**src/rtl/digit_entry_pkg.sv**
```systemverilog
// digit_entry_pkg
// Shared types, limits and helpers for the digit_entry front end.
//   state_t                  : FSM states (ENTRY collects digits, OFFER holds a committed value)
//   MAX_DIGITS               : most decimal digits one entry may hold
//   MAX_VALUE                : largest representable operand
//   DEFAULT_DEBOUNCE_CYCLES  : 10 ms of stable samples at 100 MHz
//   mul10_add()              : v*10 + d evaluated 20 bits wide so overflow is visible
package digit_entry_pkg;

    typedef enum logic [0:0] {
        ENTRY = 1'b0,
        OFFER = 1'b1
    } state_t;

    localparam int          MAX_DIGITS              = 5;
    localparam logic [15:0] MAX_VALUE               = 16'hFFFF;
    localparam int          DEFAULT_DEBOUNCE_CYCLES = 1_000_000;

    // Multiply-by-ten as two shifts and an add; the 20-bit result exposes any carry past 16 bits.
    function automatic logic [19:0] mul10_add(input logic [15:0] v, input logic [3:0] d);
        logic [19:0] w;
        w = {4'h0, v};
        return (w << 3) + (w << 1) + {16'h0000, d};
    endfunction

endpackage

```
**src/rtl/digit_entry_debouncer.sv**
```systemverilog
// digit_entry_debouncer
// Synchronizes one raw pushbutton, accepts a new level only after DEBOUNCE_CYCLES
// consecutive identical synchronized samples, and emits a one-cycle pulse when the
// accepted level rises.
//   clk   : system clock
//   rst   : asynchronous active-high reset, accepted level reads 0
//   raw   : asynchronous button input
//   rise  : registered one-cycle pulse on a debounced rising edge
module digit_entry_debouncer #(
    parameter int DEBOUNCE_CYCLES = digit_entry_pkg::DEFAULT_DEBOUNCE_CYCLES
) (
    input  logic clk,
    input  logic rst,
    input  logic raw,
    output logic rise
);

    localparam int CNT_W = $clog2(DEBOUNCE_CYCLES + 1);
    localparam logic [CNT_W-1:0] LAST_CNT = CNT_W'(DEBOUNCE_CYCLES - 1);

    logic             sync1_r;
    logic             sync2_r;
    logic             level_r;
    logic             rise_r;
    logic [CNT_W-1:0] cnt_r;

    // Synchronizer, stability counter, accepted level and rising-edge pulse.
    always_ff @(posedge clk or posedge rst) begin
        if (rst) begin
            sync1_r <= 1'b0;
            sync2_r <= 1'b0;
            level_r <= 1'b0;
            rise_r  <= 1'b0;
            cnt_r   <= '0;
        end else begin
            sync1_r <= raw;
            sync2_r <= sync1_r;
            rise_r  <= 1'b0;
            if (sync2_r != level_r) begin
                // The sample being consumed now is the DEBOUNCE_CYCLES-th differing one.
                if (cnt_r == LAST_CNT) begin
                    level_r <= sync2_r;
                    rise_r  <= sync2_r;
                    cnt_r   <= '0;
                end else begin
                    cnt_r <= cnt_r + CNT_W'(1);
                end
            end else begin
                // Any sample matching the accepted level restarts the count.
                cnt_r <= '0;
            end
        end
    end

    assign rise = rise_r;

endmodule

```
**src/rtl/digit_entry.sv**
```systemverilog
// digit_entry
// Builds a 16-bit operand from decimal digits keyed on the switches and offers the
// finished value to the CPU over a valid/ready handshake.
//   clock100Mhz : 100 MHz clock
//   reset       : asynchronous active-high reset
//   sw          : BCD digit from the switches (raw)
//   btnEnter    : append sw to the entry (raw button)
//   btnClear    : discard the entry (raw button)
//   btnCommit   : offer the entry to the CPU (raw button)
//   entryValue  : running binary value for the display
//   digitCount  : digits accepted so far (0..5)
//   dataOut     : committed operand, stable while dataValid is high
//   dataValid   : dataOut is offered
//   dataReady   : CPU accepts dataOut
//   entryError  : one-cycle pulse on a rejected action
module digit_entry
    import digit_entry_pkg::*;
#(
    parameter int DEBOUNCE_CYCLES = DEFAULT_DEBOUNCE_CYCLES
) (
    input  logic        clock100Mhz,
    input  logic        reset,
    input  logic [3:0]  sw,
    input  logic        btnEnter,
    input  logic        btnClear,
    input  logic        btnCommit,
    output logic [15:0] entryValue,
    output logic [2:0]  digitCount,
    output logic [15:0] dataOut,
    output logic        dataValid,
    input  logic        dataReady,
    output logic        entryError
);

    state_t      state_r, state_s;
    logic [3:0]  sw_sync1_r, sw_sync2_r;
    logic [15:0] value_r, value_s;
    logic [2:0]  count_r, count_s;
    logic [15:0] out_r, out_s;
    logic        valid_r, valid_s;
    logic        err_r, err_s;
    logic        enter_s, clear_s, commit_s;
    logic [19:0] next_sum_s;

    digit_entry_debouncer #(.DEBOUNCE_CYCLES(DEBOUNCE_CYCLES)) u_enter (
        .clk(clock100Mhz), .rst(reset), .raw(btnEnter), .rise(enter_s)
    );
    digit_entry_debouncer #(.DEBOUNCE_CYCLES(DEBOUNCE_CYCLES)) u_clear (
        .clk(clock100Mhz), .rst(reset), .raw(btnClear), .rise(clear_s)
    );
    digit_entry_debouncer #(.DEBOUNCE_CYCLES(DEBOUNCE_CYCLES)) u_commit (
        .clk(clock100Mhz), .rst(reset), .raw(btnCommit), .rise(commit_s)
    );

    // Two-flop synchronizer for the switch digit, keeping it aligned with the button paths.
    always_ff @(posedge clock100Mhz or posedge reset) begin
        if (reset) begin
            sw_sync1_r <= 4'h0;
            sw_sync2_r <= 4'h0;
        end else begin
            sw_sync1_r <= sw;
            sw_sync2_r <= sw_sync1_r;
        end
    end

    assign next_sum_s = mul10_add(value_r, sw_sync2_r);

    // Next-state and datapath decisions; every register holds unless an action changes it.
    always_comb begin
        state_s = state_r;
        value_s = value_r;
        count_s = count_r;
        out_s   = out_r;
        valid_s = valid_r;
        err_s   = 1'b0;
        case (state_r)
            ENTRY: begin
                if (clear_s) begin
                    value_s = 16'h0000;
                    count_s = 3'd0;
                end else if (commit_s) begin
                    out_s   = value_r;
                    valid_s = 1'b1;
                    state_s = OFFER;
                end else if (enter_s) begin
                    if (sw_sync2_r > 4'd9) begin
                        err_s = 1'b1;
                    end else if ((next_sum_s > {4'h0, MAX_VALUE}) ||
                                 (count_r == 3'(MAX_DIGITS))) begin
                        err_s = 1'b1;
                    end else begin
                        value_s = next_sum_s[15:0];
                        count_s = count_r + 3'd1;
                    end
                end else begin
                    err_s = 1'b0;
                end
            end
            OFFER: begin
                // The offer is never retracted; only the CPU's acceptance ends it.
                err_s = enter_s | clear_s | commit_s;
                if (dataReady) begin
                    valid_s = 1'b0;
                    value_s = 16'h0000;
                    count_s = 3'd0;
                    state_s = ENTRY;
                end else begin
                    valid_s = 1'b1;
                end
            end
            default: begin
                state_s = ENTRY;
                valid_s = 1'b0;
            end
        endcase
    end

    // State and output registers.
    always_ff @(posedge clock100Mhz or posedge reset) begin
        if (reset) begin
            state_r <= ENTRY;
            value_r <= 16'h0000;
            count_r <= 3'd0;
            out_r   <= 16'h0000;
            valid_r <= 1'b0;
            err_r   <= 1'b0;
        end else begin
            state_r <= state_s;
            value_r <= value_s;
            count_r <= count_s;
            out_r   <= out_s;
            valid_r <= valid_s;
            err_r   <= err_s;
        end
    end

    assign entryValue = value_r;
    assign digitCount = count_r;
    assign dataOut    = out_r;
    assign dataValid  = valid_r;
    assign entryError = err_r;

endmodule

```
**config.mk**
```make
export PLATFORM = sky130hd
export DESIGN_NAME = digit_entry
export DESIGN_NICKNAME = d
export VERILOG_FILES = /design/src/rtl/digit_entry_pkg.sv /design/src/rtl/digit_entry_debouncer.sv /design/src/rtl/digit_entry.sv
export SDC_FILE = /design/constraint.sdc
export NUM_CORES = 1
export LEC_CHECK = 0
export ABC_AREA = 1
export CAP_MARGIN = 5
export CORE_MARGIN = 2
export CORE_UTILIZATION = 40
export CTS_CLUSTER_DIAMETER = 50
export DETAILED_ROUTE_END_ITERATION = 16
export GPL_TIMING_DRIVEN = 0
export PLACE_DENSITY = 0.67
export SLEW_MARGIN = 20
export SYNTH_ARGS = -nofsm -noshare
export SYNTH_HDL_FRONTEND = slang
export SYNTH_HIERARCHICAL = 1
export SYNTH_SLANG_ARGS = --single-unit
```
**constraint.sdc**
```tcl
create_clock -name clock100Mhz -period 8 [get_ports clock100Mhz]
set_clock_uncertainty 0.1 [all_clocks]
set_input_delay 2 -clock clock100Mhz [delete_from_list [all_inputs] [get_ports clock100Mhz]]
set_output_delay 2 -clock clock100Mhz [all_outputs]
set_load 0.03 [all_outputs]
```
==> reports/results.ini <==
[status]
status = complete, no violations

[global_route]
first_global_vias = 5966
grt_pass1_wl_um = 28300
grt_use_total_pct = 17.9
antenna_found_initial = 0
grt_max_degree = 34
gr-total-overflow = 0

[finish]
regArea_um2 = 2950
fillers = 1767
syn2layout_area_growth_pct = 17.8
antenna_cells = 0
layout.nets = 1038
final_cells = 1230
final_area_um2 = 8590
multiInputGateArea_um2 = 3900
layout_commonest_cell = nand2_1
layout_common_cells = 230 x nand2_1, 140 x nor2_1, 118 x dfrtp_1
drive_above_1_share_pct = 15.8

[sta]
setup_viol = 0
final_max_slew_viol_count = 0
hold_violations = 0
rsz0062_at_grt = no
whs_ns = 0.246
relSlewSlack_pct = 38.0
worst_pin_slew_ns = 0.929
setup_tns_ns = 0
max_freq_mhz = 266
period_needed_ns = 3.76
min_period_over_period_pct = 47.0

[worst_setup_path]
critPathCaptureType = primary output
critPathKind = flip-flop to primary output
path_cells = clkdlybuf4s50_1
worst_setup_path_start_kind = flip-flop
slowest_delay_ns = 0.73
cp.buffers_inverters = 1
crit_arrival_ns = 1.66
crit_fanout = 8
slowest_stage = clkdlybuf4s50_1
crit_required_ns = 5.90
critical_path.top_delay_family = buffers and inverters

[yosys]
avgSynthCellArea_um2 = 7.89
synth_top_area_share_pct = 40.5
synth_cell_types = 37
yosys.area.top_type = dfrtp_1
synthArstFlopShare_pct = 100
yosys-top-cells-area = dfrtp_1 40%, nand2_1 12%, nor2_1 7.2%
ys.flop_type = dfrtp_1
seq_area_frac_synth_pct = 40.5
yosys_warnings = 6
ys_seq_elements = 118
synth_area_um2 = 7290
synth_nets = 972
synth_cells = 924
synth_edf_count = 0

[job]
cap_violations = 0

[route]
via_per_inst = 4.83
wl_per_cell_um = 13.2
dr_total_vias = 5939
drc = 0
ant_nets = 0
drt_wl_total_um = 16200
firstDrtPassIters = 4
drtIter0Drc = 282

[cts]
cts_buffers = 17
clockRootBuffer = clkbuf_16
clk_latency_ns = 0.41
post_cts_resized = 0
path_clk_slew_ns = 0.05
post_cts_buffers = 0
cts_tree = done
cts_hold_buffers = 0
cts_sinks = 118
clk_path_buf_depth = 2
h-tree-depth = 4

[power]
p_comb_share_pct = 6.0
p_sw_uw = 327
power-per-cell-area_nw_per_um2 = 162
seqPwrFrac_pct = 44.4
p_clk_share_pct = 49.6
vdd_drop_max_uv = 152
power_uw = 1390
swShare_pct = 23.5
p_int_uw = 1060
p_leak_uw = 0.00414

[placed_design]
dpl_cell_area_um2 = 8060
dpl.cell_count = 1200
hpwl_um = 12200
place.gp.congestion = 0.874
port_buffers = 46

[die]
die-height_um = 139
rows = 49
dieArea_um2 = 19300
core-area_um2 = 17900
io_pins = 47
fp.dieW_um = 139
initial_core_util_pct = 40.7

[hold_path]
hold_class = flip-flop to flip-flop

## kinds of logic (layout without fill, tap and decap cells)
family | count (synthesis) | after routing | share of synthesized area [%]
adders and majority gates | 38 | 38 | 6.72
buffers and inverters | 112 | 189 | 6.05
AOI/OAI and AO/OA | 44 | 44 | 3.43
DFF | 118 | 118 | 40.5
and+or+nand+nor | 572 | 572 | 38.2
xor gates and xnor gates | 40 | 40 | 5.11
## Yosys cell counts (3+ instances only)
master    instances
a21oi_1          16
a21oi_2           4
and2_1            3
dfrtp_1         118
ha_1             36
inv_1            90
inv_2            13
nand2_1         230
nand2_2          28
nand3_1          57
nand3_2          25
nand3b_1          4
nand4_1          20
nor2_1          140
nor2_2           23
nor2_4           13
nor3_1           15
nor3_2            3
nor3b_2           6
o21ai_0          12
o21ai_1           9
or2_2             3
xnor2_1           8
xor2_1           29
xor2_2            3
## routing by layer
| layer | part of all wire, % | wire length [um] | global-route usage, % |
|---|---|---|---|
| met5 | 0 | 0 | 0 |
| met2 | 48 | 7760 | 29.9 |
| met1 | 48 | 7720 | 23.4 |
| met4 | 1.5 | 240 | 5.32 |
| met3 | 3.0 | 478 | 3.87 |
## state kept, by name (all words and copies together) (netlist names), 3 cells and up
signal / cells
u_commit/cnt_r: 20
dataOut: 16
sw_sync1_r: 4
entryValue: 16
digitCount: 3
u_clear/cnt_r: 20
u_enter/cnt_r: 20
sw_sync2_r: 4
## final timing paths
check	from	to	slack, ns	cells after the start
max in group asynchronous	reset	u_commit/cnt_r[0]	5.05	2
min in group asynchronous	reset	dataOut[15]	1.93	2
worst max-delay path	entryValue[15]	entryValue[15]	4.24	1
worst max register to register	entryValue[0]	entryValue[9]	4.95	16
worst min-delay path	sw_sync1_r[0]	sw_sync2_r[0]	0.25	0
worst min register to register	sw_sync1_r[0]	sw_sync2_r[0]	0.25	0
## stage by stage
step / worst slack [ns] / utilization, %
after floorplan: 4.81 / -
after global placement: 3.63 / 44.9
after detailed placement: 4.23 / 45.0
after CTS: 4.23 / 48.0
after global routing: 4.18 / 48.0
final: 4.24 / 48.0
## area by class of cell
| type | instances | share of cell area, % |
|---|---|---|
| repair buffers | 47 | 5.59 |
| plain buffers | 8 | 0.597 |
| multi-input cells | 694 | 45.4 |
| clock inverters | 10 | 0.976 |
| inverters | 104 | 4.54 |
| flip-flops and latches | 118 | 34.4 |
| clock buffers | 20 | 5.20 |
| well taps | 229 | 3.33 |
## power by group through the flow
stage | logic (uW) | clock network [uW] | registers, uW
finish | 82.9 | 691 | 618
global route | 95.9 | 737 | 619
CTS | 85.2 | 706 | 618
detailed placement | 84.8 | 0 | 629
global placement | 81.9 | 0 | 628
floorplan | 49.7 | 0 | 632
(Power assumes the default switching activity.)
